### src/rtl/memory_sequencer.sv
// memory_sequencer: drives bursts of word transfers between a serializer or
// deserializer and one of two memory blocks.
// Build option: define SEQ_ABORT_EN to add an abort input. While the burst is
// in RUN, abort drops it back to IDLE with no done pulse.
module memory_sequencer (
  input  logic       clk,
  input  logic       resetn,
  input  logic       start,
  input  logic       op_write,
  input  logic       block_sel,
  input  logic [7:0] base_addr,
  input  logic [7:0] word_count,
  input  logic       ser_ready,
  input  logic       deser_valid,
`ifdef SEQ_ABORT_EN
  input  logic       abort,
`endif
  output logic [1:0] memoryena,
  output logic [7:0] mem_addr,
  output logic       mem_go,
  output logic       busy,
  output logic       done
);

  typedef enum logic [1:0] {
    IDLE,
    RUN,
    FINISH
  } state_t;

  state_t     state;
  logic [7:0] remaining;
  logic       handshake;
  logic       abort_req;

`ifdef SEQ_ABORT_EN
  assign abort_req = abort;
`else
  assign abort_req = 1'b0;
`endif

  // Only the handshake that matches the latched direction can move a word.
  always_comb begin
    handshake = memoryena[0] ? deser_valid : ser_ready;
    mem_go    = (state == RUN) && handshake && !abort_req;
  end

  // Burst control: latch the request, step address/count per transfer, pulse done.
  always_ff @(posedge clk) begin
    if (!resetn) begin
      state     <= IDLE;
      memoryena <= '0;
      mem_addr  <= '0;
      remaining <= '0;
      busy      <= 1'b0;
      done      <= 1'b0;
    end else begin
      case (state)
        IDLE: begin
          done <= 1'b0;
          if (start) begin
            memoryena <= {block_sel, op_write};
            mem_addr  <= base_addr;
            remaining <= word_count;
            busy      <= 1'b1;
            if (word_count == 8'd0) begin
              state <= FINISH;
              done  <= 1'b1;
            end else begin
              state <= RUN;
            end
          end
        end
        RUN: begin
          if (abort_req) begin
            state <= IDLE;
            busy  <= 1'b0;
          end else if (mem_go) begin
            mem_addr  <= mem_addr + 8'd1;
            remaining <= remaining - 8'd1;
            if (remaining == 8'd1) begin
              state <= FINISH;
              done  <= 1'b1;
            end
          end
        end
        FINISH: begin
          state <= IDLE;
          busy  <= 1'b0;
          done  <= 1'b0;
        end
        default: begin
          state <= IDLE;
          busy  <= 1'b0;
          done  <= 1'b0;
        end
      endcase
    end
  end

endmodule

### config.mk
export PLATFORM = sky130hd
export DESIGN_NAME = memory_sequencer
export DESIGN_NICKNAME = d
export VERILOG_FILES = /design/src/rtl/memory_sequencer.sv
export SDC_FILE = /design/constraint.sdc
export NUM_CORES = 1
export LEC_CHECK = 0
export CORE_MARGIN = 2
export CORE_UTILIZATION = 30
export CTS_BUF_LIST = sky130_fd_sc_hd__clkbuf_8
export DETAILED_ROUTE_END_ITERATION = 8
export PLACE_DENSITY = 0.52
export SLEW_MARGIN = 20
export SYNTH_ARGS = -nofsm -noshare
export SYNTH_HDL_FRONTEND = slang
export SYNTH_SLANG_ARGS = --single-unit
export TNS_END_PERCENT = 5
### constraint.sdc
create_clock -name clk -period 2.6 [get_ports clk]
set_clock_uncertainty 0.05 [all_clocks]
set_input_delay 0.52 -clock clk [delete_from_list [all_inputs] [get_ports clk]]
set_output_delay 0.52 -clock clk [all_outputs]
set_load 0.1 [all_outputs]
== Word level (Yosys, flattened, before mapping) ==
Cells that the tools add are included.

* Reduce and logical (&&, ||, !) cells: 9
* Mux-type cells: 19
* Bitwise gates (word level): 1
* Equal/unequal tests: 5
* Add/sub/neg operators: 2

{| class="wikitable"
|+ Operators by type and width
! operator !! number
|-
| 8-bit 2-to-1 mux || 4
|-
| 8-bit case mux with 2 select lines || 2
|-
| 8-bit by 1-bit adder with 8-bit output, second input constant || 1
|-
| 8-bit by 1-bit == test with 1-bit output, second input constant || 1
|-
| 8-bit logical NOT || 1
|-
| 2-bit 2-to-1 mux || 4
|-
| 8-bit by 1-bit subtractor with 8-bit output, second input constant || 1
|-
| 1-bit 2-to-1 mux || 6
|-
| 2-bit AND reduction || 3
|-
| 3-bit AND reduction || 2
|-
| 2-bit inequality test, second input constant || 2
|-
| 1-bit case mux with 2 select lines || 2
|-
| 2-bit case mux with 2 select lines || 1
|-
| 2-bit by 1-bit == test with 1-bit output, second input constant || 1
|-
| 2-bit logical NOT || 1
|-
| 2-bit by 1-bit inequality test with 1-bit output, second input constant || 1
|-
| 2-bit nonzero test || 1
|-
| 1-bit logical AND || 1
|-
| 1-bit NOT || 1
|}

* Output and inout port bits: 13
* Flip-flop bits (word level): 22
* Input port bits: 23
* Logic and storage cells: 42

== Depth between registers and ports, before layout ==
* Depth after elaboration: 4
* Gate-level depth with buffers: 6
* Depth with buffers taken out: 6

== Worst setup path after synthesis ==
OpenSTA, ideal clock, no wires.

* Path type: reg-to-output
* Start point: register memoryena[0]
* End point: output port mem_go
* Stages on the path, launching flop included: 3
* Data required time: 2.030 ns
* Path buffers: 0
* Setup slack: -0.563 ns
* Arrival: 2.593 ns
* Cell sequence: dfxtp_1 mux2i_1 nor2_1

* Word-level cells in the longest chain between the ends: 2

{| class="wikitable"
|+ RTL lines
! what !! RTL line !! text
|-
| start: declaration || 18 || <nowiki>output logic [1:0] memoryena,</nowiki>
|-
| start signal: assignment || 62 || <nowiki>memoryena <= {block_sel, op_write};</nowiki>
|-
| 1-bit 2-to-1 mux || 44 || <nowiki>handshake = memoryena[0] ? deser_valid : ser_ready;</nowiki>
|-
| 1-bit logical AND || 45 || <nowiki>mem_go = (state == RUN) && handshake && !abort_req;</nowiki>
|-
| end: declaration || 20 || <nowiki>output logic mem_go,</nowiki>
|}

Every way passes these cells.

== Final worst setup path ==
* Start point: input port deser_valid
* End point: output port mem_go

* Word-level cells in the longest chain between the ends: 2

{| class="wikitable"
|+ RTL lines
! what !! RTL line !! text
|-
| start: declaration || 14 || <nowiki>input logic deser_valid,</nowiki>
|-
| 1-bit 2-to-1 mux || 44 ||
|-
| 1-bit logical AND || 45 ||
|}

Every way passes these cells.

==> results.toml <==
[floorplanning]
floorplan.rows = 23
design.core.area_um2 = 4000
die_width_um = 68.6
chipHeight_um = 68.6
start_util_pct = 31.3
design.die.area_um2 = 4710
pin_count = 36

[logic_synthesis]
mappedNetlistArea_um2 = 1250
synth_top_area_share_pct = 35.2
mappedNetlistNets = 183
post_synth_inst_count = 157
synthArstFlopShare_pct = 0
synthesis.area_per_instance_um2 = 7.98
ys_seq_elements = 22
yosysWarningCount = 0
netlist-cell-type-count = 41
synth.largest_area_cell = "sky130_fd_sc_hd__dfxtp_1"
ys_seq_area_share_pct = 35.2
yosys-top-cells-area = "sky130_fd_sc_hd__dfxtp_1 35%, sky130_fd_sc_hd__a21oi_1 7.2%, sky130_fd_sc_hd__nor2_1 5.4%"
number_of_flops_mapped_to_enable_cells_by_yosys = 0
synth_flop_cell = "sky130_fd_sc_hd__dfxtp_1"

[drt]
post-route-drc-count = 0
routedWlPerCell_um = 14.0
detail_route.iter0.violations = 47
drtPass1Iterations = 4
ant_nets = 0
dr_total_vias = 1277
overall_routed_net_length_um = 3410
drt-vias-per-instance = 5.26

[place]
pre_cts_slack_ns = 0.223
rd_place_congestion = 0.780
port-buffer-count = 35
placedCellCount = 240
dpl.hpwl_um = 2440

[job]
drv.max_cap_violation_count = 0

[grt]
grt_max_degree = 19
grt_pass1_vias = 1195
first_pass_grt_wire_length_um = 5760
globalRouteOverflowTotal = 0
globalRouteTotalUtil_pct = 16.3
antenna_found_initial = 0

[power]
power_leakage_nw = 0.648
power.ir.vdd_worst_uv = 222
total_power_after_layout_w = 0.00102
power_dens_cells_nw_per_um2 = 598

[sta]
fin_crit_sh_pct = 84.1
final.setup.worst_slack_ns = 0.413
fmax_mhz = 457
finalSetupViolCount = 0
worst_pin_slew_ns = 0.557
rsz0062_at_grt = "false"
period_minus_slack_ns = 2.19
slew-limit-headroom_pct = 61.8
slew_viol_final = 0
timing.final.hold_violations = 0
finalSetupTns_ns = 0

[cells_and_area]
antennaDiodeCount = 0
finished_layout_cells = 243
final_layout_size_suffix_gt1_share_pct = 14.5
multiInputGateArea_um2 = 766
fill_cells = 394
num-nets-final = 221
layout.area.seq_um2 = 440
area.growth.synth_to_final_pct = 36.4

[critical_path]
startpoint_type = "primary input"
worstSetupEndpointType = "primary output"
timing.critical_path.from = "deser_valid"
critical_path_peak_fanout = 4
timing.rr.start = "remaining[0]"
worst_ep_arrival_time_ns = 1.62
cp_data_required_time_ns = 2.03
critPathKind = "primary input to primary output"

[clock_network]
max-clock-path-buffers = 2
cts_setup_buffers = 0
tritoncts_sink_count = 22
cts-htree-levels = 1
worstSkewPairLatency_ns = 0.26
worst_setup_hold_path_clk_slew_ns = 0.08
cts-buffers-inserted = 3
cts_resized = 0
cts_tree = "done"
clockRootBuffer = "sky130_fd_sc_hd__clkbuf_8"
ctsHoldBuffers = 0

[hold_path]
hp-class = "flip-flop to flip-flop"
startpoint_of_the_lowest_slack_hold_path = "remaining[1]"

[status]
outcome = "completed"
==> cell usage in the layout, fill, tap and decap left out, drive strengths merged <==
cell           netlist  final
a32oi                2      2
clkdlybuf4s50        0     22
a211o                1      1
or4b                 2      2
nor3b                4      4
nor2                18     18
and3                 1      1
o211a                1      1
nand4b               1      1
o31ai                5      5
o22ai                1      1
and4                 2      2
a211oi               3      3
clkbuf               5      3
o32ai                2      2
dfxtp               22     22
o21ai               10     10
nor3                 4      4
nand4                1      1
buf                  4     20
nor4                 1      1
o31a                 1      1
nand2b               3      3
or4                  3      3
a21oi               18     18
a31o                 1      1
a21o                 1      1
inv                  3      3
nand3                2      2
ha                   3      3
and2                 3      3
nor2b                2      2
or3                  1      1
o211ai               6      6
a22oi                1      1
clkinv               1      1
a311oi               2      2
mux2i                3      3
nand2               13     13
==> worst paths after layout <==
kind                                     end  slack [ns]  depth (start not counted)
worst min-delay path            remaining[1]        0.43                          2
worst max-delay path                  mem_go        0.41                          4
worst min register to register  remaining[1]        0.43                          2
worst max register to register  remaining[6]        0.70                          6
==> flip-flops by register name, summed over array words and instances, names as in the netlist <==
signal,flops
done,1
busy,1
state,2
remaining,8
mem_addr,8
memoryena,2
==> final cells by class <==
cell class / instances / share of cell area, %
clock buffers: 3 / 2.42
inverters: 4 / 0.879
multi-input cells: 122 / 44.8
flip-flops and latches: 22 / 25.8
well taps: 50 / 3.66
repair buffers: 42 / 22.4
==> cell families (layout without fill, tap and decap cells) <==
kind of cell | Yosys count | after routing | share of synthesized area (%)
fa+ha+maj | 3 | 3 | 3.00
flops | 22 | 22 | 35.2
compound gates | 55 | 55 | 28.8
mux | 3 | 3 | 2.40
simple gates | 61 | 61 | 26.4
buf+inv | 13 | 49 | 4.30
==> report_power, final <==
part / switching, W / leakage, nW / internal [W]
Sequential: 0.0000396 / 0.182 / 0.000371
Clock: 0.000115 / 0.0216 / 0.000104
Combinational: 0.000253 / 0.445 / 0.000139
Total: 0.000408 / 0.648 / 0.000613
==> cells in the mapped netlist, types with 2 or more instances <==
cell type	instances
sky130_fd_sc_hd__clkbuf_1	5
sky130_fd_sc_hd__nor3_1	4
sky130_fd_sc_hd__nor2_1	18
sky130_fd_sc_hd__buf_2	4
sky130_fd_sc_hd__nand2b_1	3
sky130_fd_sc_hd__a311oi_1	2
sky130_fd_sc_hd__a21oi_1	18
sky130_fd_sc_hd__nor2b_1	2
sky130_fd_sc_hd__o31ai_1	5
sky130_fd_sc_hd__o21ai_0	9
sky130_fd_sc_hd__ha_1	3
sky130_fd_sc_hd__mux2i_1	3
sky130_fd_sc_hd__and2_1	3
sky130_fd_sc_hd__nand3_1	2
sky130_fd_sc_hd__and4_1	2
sky130_fd_sc_hd__inv_1	3
sky130_fd_sc_hd__o211ai_1	6
sky130_fd_sc_hd__nor3b_1	4
sky130_fd_sc_hd__dfxtp_1	22
sky130_fd_sc_hd__nand2_1	13
sky130_fd_sc_hd__a211oi_1	2
sky130_fd_sc_hd__o32ai_1	2
sky130_fd_sc_hd__a32oi_1	2
sky130_fd_sc_hd__or4_1	3
==> per-layer routing <==
layer	track usage (%)	routed length [µm]
met5	0	0
met1	21.9	1730
met3	2.27	130
met2	25.1	1480
met4	8.50	74
==> stage by stage <==
| step | hold WS [ns] | area, µm² | utilization (%) |
|---|---|---|---|
| final | 0.434 | 1710 | 42.7 |
| after CTS | 0.441 | 1710 | 42.7 |
| after global placement | 0.419 | 1670 | 41.7 |
| after global routing | 0.478 | 1710 | 42.7 |
| after floorplan | 0.404 | 1260 | - |
| after detailed placement | 0.429 | 1670 | 41.7 |
==> worst max-delay path, cell delays in order <==
cell and delay, ns:
sky130_fd_sc_hd__clkdlybuf4s50_1 0.40, sky130_fd_sc_hd__mux2i_1 0.46, sky130_fd_sc_hd__nor2_4 0.06, sky130_fd_sc_hd__buf_12 0.18
(Power assumes the default switching activity.)
